[config.mk]
export PLATFORM = sky130hd
export DESIGN_NAME = player_lane_ctrl
export DESIGN_NICKNAME = d
export VERILOG_FILES = /design/src/rtl/player_lane_ctrl.sv
export SDC_FILE = /design/constraint.sdc
export NUM_CORES = 1
export LEC_CHECK = 0
export BUFFER_PORTS_ARGS = -buffer_cell sky130_fd_sc_hd__buf_4
export CAP_MARGIN = 10
export CORE_ASPECT_RATIO = 0.6
export CORE_MARGIN = 2
export CORE_UTILIZATION = 60
export CTS_CLUSTER_DIAMETER = 40
export DETAILED_ROUTE_END_ITERATION = 6
export PLACE_DENSITY_LB_ADDON = 0.2
export SYNTH_ARGS = -nofsm -noshare
export SYNTH_HDL_FRONTEND = slang
export SYNTH_SLANG_ARGS = --single-unit
[constraint.sdc]
create_clock -name clk -period 7.3 [get_ports clk]
set_clock_uncertainty 0.15 [all_clocks]
set_input_delay 2.19 -clock clk [delete_from_list [all_inputs] [get_ports clk]]
set_output_delay 2.19 -clock clk [all_outputs]
set_load 0.05 [all_outputs]
[src/rtl/player_lane_ctrl.sv]
`default_nettype none
// ============================================================================
// Module  : player_lane_ctrl
// Brief   : Bottom-row player controller. It moves the player from joystick
//           input with hold-to-repeat and fires coloured shots over valid/ready.
// Rev     : 1.0  initial release
// ============================================================================
module player_lane_ctrl #(
    parameter int COLS       = 8,
    parameter int CW         = 5,
    parameter int DARK       = 31,
    parameter int NCOLORS    = 3,
    parameter int COLOR_BASE = 10,
    parameter int RST_POS    = 1,
    parameter int REPEAT     = 4,
    parameter int COOLDOWN   = 3,
    parameter int WRAP       = 0,
    localparam int c_PW      = (COLS > 1) ? $clog2(COLS) : 1
) (
    input  logic                 clk,
    input  logic                 rst,
    input  logic                 en,
    input  logic                 tick,
    input  logic                 jstk_left,
    input  logic                 jstk_right,
    input  logic                 jstk_press,
    output logic [COLS*CW-1:0]   player_row,
    output logic                 shot_valid,
    input  logic                 shot_ready,
    output logic [c_PW-1:0]      shot_col,
    output logic [CW-1:0]        shot_color,
    output logic [COLS-1:0]      pos_onehot
);

    localparam int c_RW  = $clog2(REPEAT + 1);
    localparam int c_CDW = (COOLDOWN > 0) ? $clog2(COOLDOWN + 1) : 1;

    localparam logic [c_PW-1:0]  c_LAST    = c_PW'(COLS - 1);
    localparam logic [c_PW-1:0]  c_RST_POS = c_PW'(RST_POS);
    localparam logic [CW-1:0]    c_DARK    = CW'(DARK);
    localparam logic [CW-1:0]    c_BASE    = CW'(COLOR_BASE);
    localparam logic [c_RW-1:0]  c_RPT_TOP = c_RW'(REPEAT - 1);
    localparam logic [c_CDW-1:0] c_CD_INIT = c_CDW'(COOLDOWN);
    localparam logic [COLS-1:0]  c_ONE     = COLS'(1);

    typedef enum logic [1:0] {
        S_IDLE = 2'd0,
        S_FIRE = 2'd1,
        S_COOL = 2'd2
    } state_t;

    state_t              state_q, state_d;

    logic                left_q, right_q, press_q;
    logic [c_PW-1:0]     pos_q, pos_d;
    logic [c_RW-1:0]     rcnt_q, rcnt_d;
    logic [c_CDW-1:0]    cool_q, cool_d;
    logic [7:0]          lfsr_q, lfsr_d;
    logic [CW-1:0]       cur_color_q, cur_color_d;
    logic                shot_valid_q, shot_valid_d;
    logic [c_PW-1:0]     shot_col_q, shot_col_d;
    logic [CW-1:0]       shot_color_q, shot_color_d;
    logic [COLS*CW-1:0]  row_q, row_d;
    logic [COLS-1:0]     onehot_q, onehot_d;

    logic                w_dir_l, w_dir_r, w_prev_l, w_prev_r;
    logic                w_rise, w_step, w_press_rise;
    logic [c_PW-1:0]     w_pos_up, w_pos_dn;
    logic [31:0]         w_mod;
    logic [CW-1:0]       w_next_color;

    // A direction is active only when exactly one side is held.
    assign w_dir_l      = jstk_left & ~jstk_right;
    assign w_dir_r      = jstk_right & ~jstk_left;
    assign w_prev_l     = left_q & ~right_q;
    assign w_prev_r     = right_q & ~left_q;
    assign w_rise       = (w_dir_l & ~w_prev_l) | (w_dir_r & ~w_prev_r);
    assign w_press_rise = jstk_press & ~press_q;

    assign w_pos_up = (pos_q == c_LAST) ? ((WRAP != 0) ? '0 : pos_q)
                                        : pos_q + c_PW'(1);
    assign w_pos_dn = (pos_q == '0) ? ((WRAP != 0) ? c_LAST : pos_q)
                                    : pos_q - c_PW'(1);

    assign w_mod        = {24'd0, lfsr_q} % 32'(NCOLORS);
    assign w_next_color = c_BASE + CW'(w_mod);

    // Movement: immediate step on a new direction, then one step per REPEAT ticks.
    always_comb begin
        pos_d  = pos_q;
        rcnt_d = rcnt_q;
        w_step = 1'b0;
        if (en) begin
            if (!(w_dir_l || w_dir_r)) begin
                rcnt_d = '0;
            end else if (w_rise) begin
                w_step = 1'b1;
                rcnt_d = '0;
            end else if (tick) begin
                if (rcnt_q == c_RPT_TOP) begin
                    w_step = 1'b1;
                    rcnt_d = '0;
                end else begin
                    rcnt_d = rcnt_q + c_RW'(1);
                end
            end
        end
        if (w_step) begin
            pos_d = w_dir_l ? w_pos_up : w_pos_dn;
        end
    end

    // Galois form of x^8+x^6+x^5+x^4+1; free-running regardless of en.
    assign lfsr_d = {1'b0, lfsr_q[7:1]} ^ (lfsr_q[0] ? 8'hB8 : 8'h00);

    always_comb begin
        state_d      = state_q;
        shot_valid_d = shot_valid_q;
        shot_col_d   = shot_col_q;
        shot_color_d = shot_color_q;
        cur_color_d  = cur_color_q;
        cool_d       = cool_q;
        case (state_q)
            S_IDLE: begin
                // Shot captures the pre-move position even if a step lands this cycle.
                if (en && w_press_rise) begin
                    state_d      = S_FIRE;
                    shot_valid_d = 1'b1;
                    shot_col_d   = pos_q;
                    shot_color_d = cur_color_q;
                end
            end
            S_FIRE: begin
                if (shot_ready) begin
                    shot_valid_d = 1'b0;
                    cur_color_d  = w_next_color;
                    cool_d       = c_CD_INIT;
                    state_d      = (COOLDOWN == 0) ? S_IDLE : S_COOL;
                end
            end
            S_COOL: begin
                if (en && tick) begin
                    if (cool_q <= c_CDW'(1)) begin
                        cool_d  = '0;
                        state_d = S_IDLE;
                    end else begin
                        cool_d = cool_q - c_CDW'(1);
                    end
                end
            end
            default: begin
                state_d      = S_IDLE;
                shot_valid_d = 1'b0;
            end
        endcase
    end

    always_comb begin
        row_d = '0;
        for (int c = 0; c < COLS; c++) begin
            row_d[c*CW +: CW] = (pos_q == c_PW'(c)) ? cur_color_q : c_DARK;
        end
        onehot_d = c_ONE << pos_q;
    end

    always_ff @(posedge clk) begin
        if (rst) begin
            state_q <= S_IDLE;
        end else begin
            state_q <= state_d;
        end
    end

    always_ff @(posedge clk) begin
        if (rst) begin
            left_q       <= 1'b0;
            right_q      <= 1'b0;
            press_q      <= 1'b0;
            pos_q        <= c_RST_POS;
            rcnt_q       <= '0;
            cool_q       <= '0;
            lfsr_q       <= 8'h01;
            cur_color_q  <= c_BASE;
            shot_valid_q <= 1'b0;
            shot_col_q   <= '0;
            shot_color_q <= c_DARK;
            row_q        <= {COLS{c_DARK}};
            onehot_q     <= '0;
        end else begin
            left_q       <= jstk_left;
            right_q      <= jstk_right;
            press_q      <= jstk_press;
            pos_q        <= pos_d;
            rcnt_q       <= rcnt_d;
            cool_q       <= cool_d;
            lfsr_q       <= lfsr_d;
            cur_color_q  <= cur_color_d;
            shot_valid_q <= shot_valid_d;
            shot_col_q   <= shot_col_d;
            shot_color_q <= shot_color_d;
            row_q        <= row_d;
            onehot_q     <= onehot_d;
        end
    end

    assign player_row = row_q;
    assign pos_onehot = onehot_q;
    assign shot_valid = shot_valid_q;
    assign shot_col   = shot_col_q;
    assign shot_color = shot_color_q;

endmodule
`default_nettype wire

==> flow_metrics.tcl <==
set metrics [dict create \
    dieHeight_um 64.3 \
    initial_core_util_pct 63.8 \
    min_path_type "reg2reg" \
    dp_cells 514 \
    design.core.area_um2 5700 \
    fp.dieArea_um2 6720 \
    total_power_mw 1.01 \
    synthArstFlopShare_pct 0 \
    final_cells 530 \
    yosysWarnings 0 \
    timing_hold_violations_final 0 \
    mostFrequentLayoutCell "dfxtp_1" \
    critPathMaxStageDelay_ps 590 \
    required_ps 7370 \
    fin_crit_ps 5640 \
    cts_buffers 9 \
    antennaDiodeCount 0 \
    syn_inst 384 \
    synth_edf_count 0 \
    synth-seq-cells 83 \
    synth_top_area_share_pct 45.7 \
    maxCapViolations 0 \
    die_x_um 105 \
    rsz0062_at_grt "no" \
    final_nets 468 \
    h-tree-depth 3 \
    power.leakage_nw 1.73 \
    cts_resized 0 \
    cts_tree "done" \
    grt_pass1_vias 2718 \
    tns_ps 0 \
    cts_sinks 83 \
    drc_errors 0 \
    num-fill-cells 408 \
    antenna_found_initial 0 \
    drv_slew 0 \
    drtAntennaViolNets 0 \
    relSlewSlack_pct 30.6 \
    vias 3026 \
    path_cells "ha_1, nand3b_1, nor3_1, nor4_2, a2111oi_4, nor2_1, ha_1, nor2_1, o21ai_2, nor2_1, xnor2_1, ha_1, nor3_1, mux2_2, o22ai_1, mux2_2, ha_1, nand2_1, a21oi_1" \
    port_buffers 64 \
    tightestPinTransition_ps 1030 \
    areaGrowthSynthToFinish_pct 18.9 \
    yosys.cell_types.count 62 \
    worst-endpoint-arrival_ps 5710 \
    synth_area_leaders "dfxtp_1 (46%), ha_1 (5.2%), nor2_1 (4.6%), nand2_1 (3.8%), nand2b_1 (2.6%)" \
    synth_top_cell_by_area "dfxtp_1" \
    grt_overflow_total 0 \
    grt_usage_pct 26.2 \
    ir_worst_vdd_mv 0.149 \
    crit_type "reg2reg" \
    ios 65 \
    grt_pass1_wl_um 13800 \
    setup_viol_count_final 0 \
    clockRootBuffer "clkbuf_8" \
    drive_gt1_share_pct 25.6 \
    cp-start-kind "register" \
    path_clk_slew_ps 80 \
    period_share_pct 77.3 \
    wl_per_cell_um 15.8 \
    status "finished clean" \
    hpwl_um 6310 \
    ys_seq_area_share_pct 45.7 \
    dominantRegCellSynth "dfxtp_1" \
    clk_latency_ps 360 \
    drtPass1Iterations 5 \
    final_cell_mix "dfxtp_1 (83), buf_4 (64), nor2_1 (45)" \
    syn_avg_cell_area_um2 9.47 \
    via_per_inst 5.71 \
    pre_cts_slack_ps 1790 \
    dr.first_iter.drc_count 356 \
    rows 21 \
    crit_path_end_kind "register" \
    slowest_stage "dfxtp_1" \
    syn_area_um2 3640 \
    crit_top_cell "ha_1" \
    fin_ws_ps 1660 \
    clock.fmax_mhz 177 \
    power.density_nw_per_um2 233 \
    worstPathMaxFanout 13 \
    postCtsSetupBuffers 0 \
    final_util_pct 75.8 \
    grt_max_degree 43 \
    synth_fp_nets 407 \
    r2r_slack_ps 1660 \
    cts_hold_buf 0 \
    totalWireLength_um 8350 \
    gp_congestion 0.893 \
    clock_tree.buffer_depth 2 \
]
==> registers in the layout, summed over array words and instances, names as in the netlist, 3 cells and up <==
register / cells
player_row: 40
cur_color_q: 5
lfsr_q: 8
shot_col: 3
pos_q: 3
rcnt_q: 3
pos_onehot: 8
shot_color: 5
==> report_power, final <==
group	internal, mW	leakage, nW	switching, mW
Sequential	0.467	0.677	0.0196
Clock	0.126	0.0755	0.167
Combinational	0.0898	0.975	0.138
==> routing by layer <==
layer / share of wire [%] / wire length (um) / GRT usage (%) / vias up
met3: 9.3 / 777 / 9.59 / 16
met5: 0 / 0 / 0 / -
li1: - / - / - / 1444
met1: 49 / 4060 / 38.4 / 1410
met4: 1.1 / 91 / 6.08 / 0
met2: 41 / 3420 / 36.4 / 156
==> metrics by stage <==
step                cell area (um^2)  hold WS [ps]
global route                    4320           349
global placement                4150           298
detailed placement              4150           305
finish                          4320           317
CTS                             4320           317
floorplan                       3640           286
==> critical path, delay by kind of cell (launching register included) <==
family | cells | cell delay (ps)
xor+xnor | 1 | 200
flops | 1 | 590
fa+ha+maj | 4 | 1220
simple gates | 8 | 1570
mux | 2 | 670
compound gates | 4 | 1100
==> kinds of logic after synthesis <==
kind of cell             Yosys count  share of synthesized area, %
multiplexers                       9                          2.58
adder cells (fa/ha/maj)           15                          5.16
AO/OA/AOI/OAI                     68                          14.9
XOR/XNOR                          10                          2.61
flip-flops                        83                          45.7
buffers and inverters             31                          3.82
AND/OR/NAND/NOR                  168                          25.3
==> path summary, 6_finish.rpt <==
path,startpoint,endpoint,cells after the start
setup reg to reg,lfsr_q[6]$_SDFF_PP0_,cur_color_q[2]$_SDFFE_PP0P_,19
hold / removal,rcnt_q[1]$_SDFFE_PP0P_,rcnt_q[1]$_SDFFE_PP0P_,2
setup / recovery,lfsr_q[6]$_SDFF_PP0_,cur_color_q[2]$_SDFFE_PP0P_,19
hold reg to reg,rcnt_q[1]$_SDFFE_PP0P_,rcnt_q[1]$_SDFFE_PP0P_,2
==> layout make-up <==
cell class                 instances  area (um^2)  share of cell area, %
clock buffer                      10          128                   2.95
clock inverter                     6         47.5                   1.10
inverter                          17         63.8                   1.48
multi-input combinational        270         1840                   42.6
sequential                        83         1660                   38.4
tap                               80          100                   2.32
timing repair buffer              64          480                   11.1
==> synth_stat cells (10+ instances only) <==
cell type and n:
nand2_1 37, nand2b_1 15, inv_1 17, clkbuf_1 10, nor3_1 10, nor2b_1 11
or2_2 13, ha_1 15, o21ai_0 10, a21oi_1 15, nor2_1 45, dfxtp_1 83
Note: power is estimated with default switching activity, not from simulation.
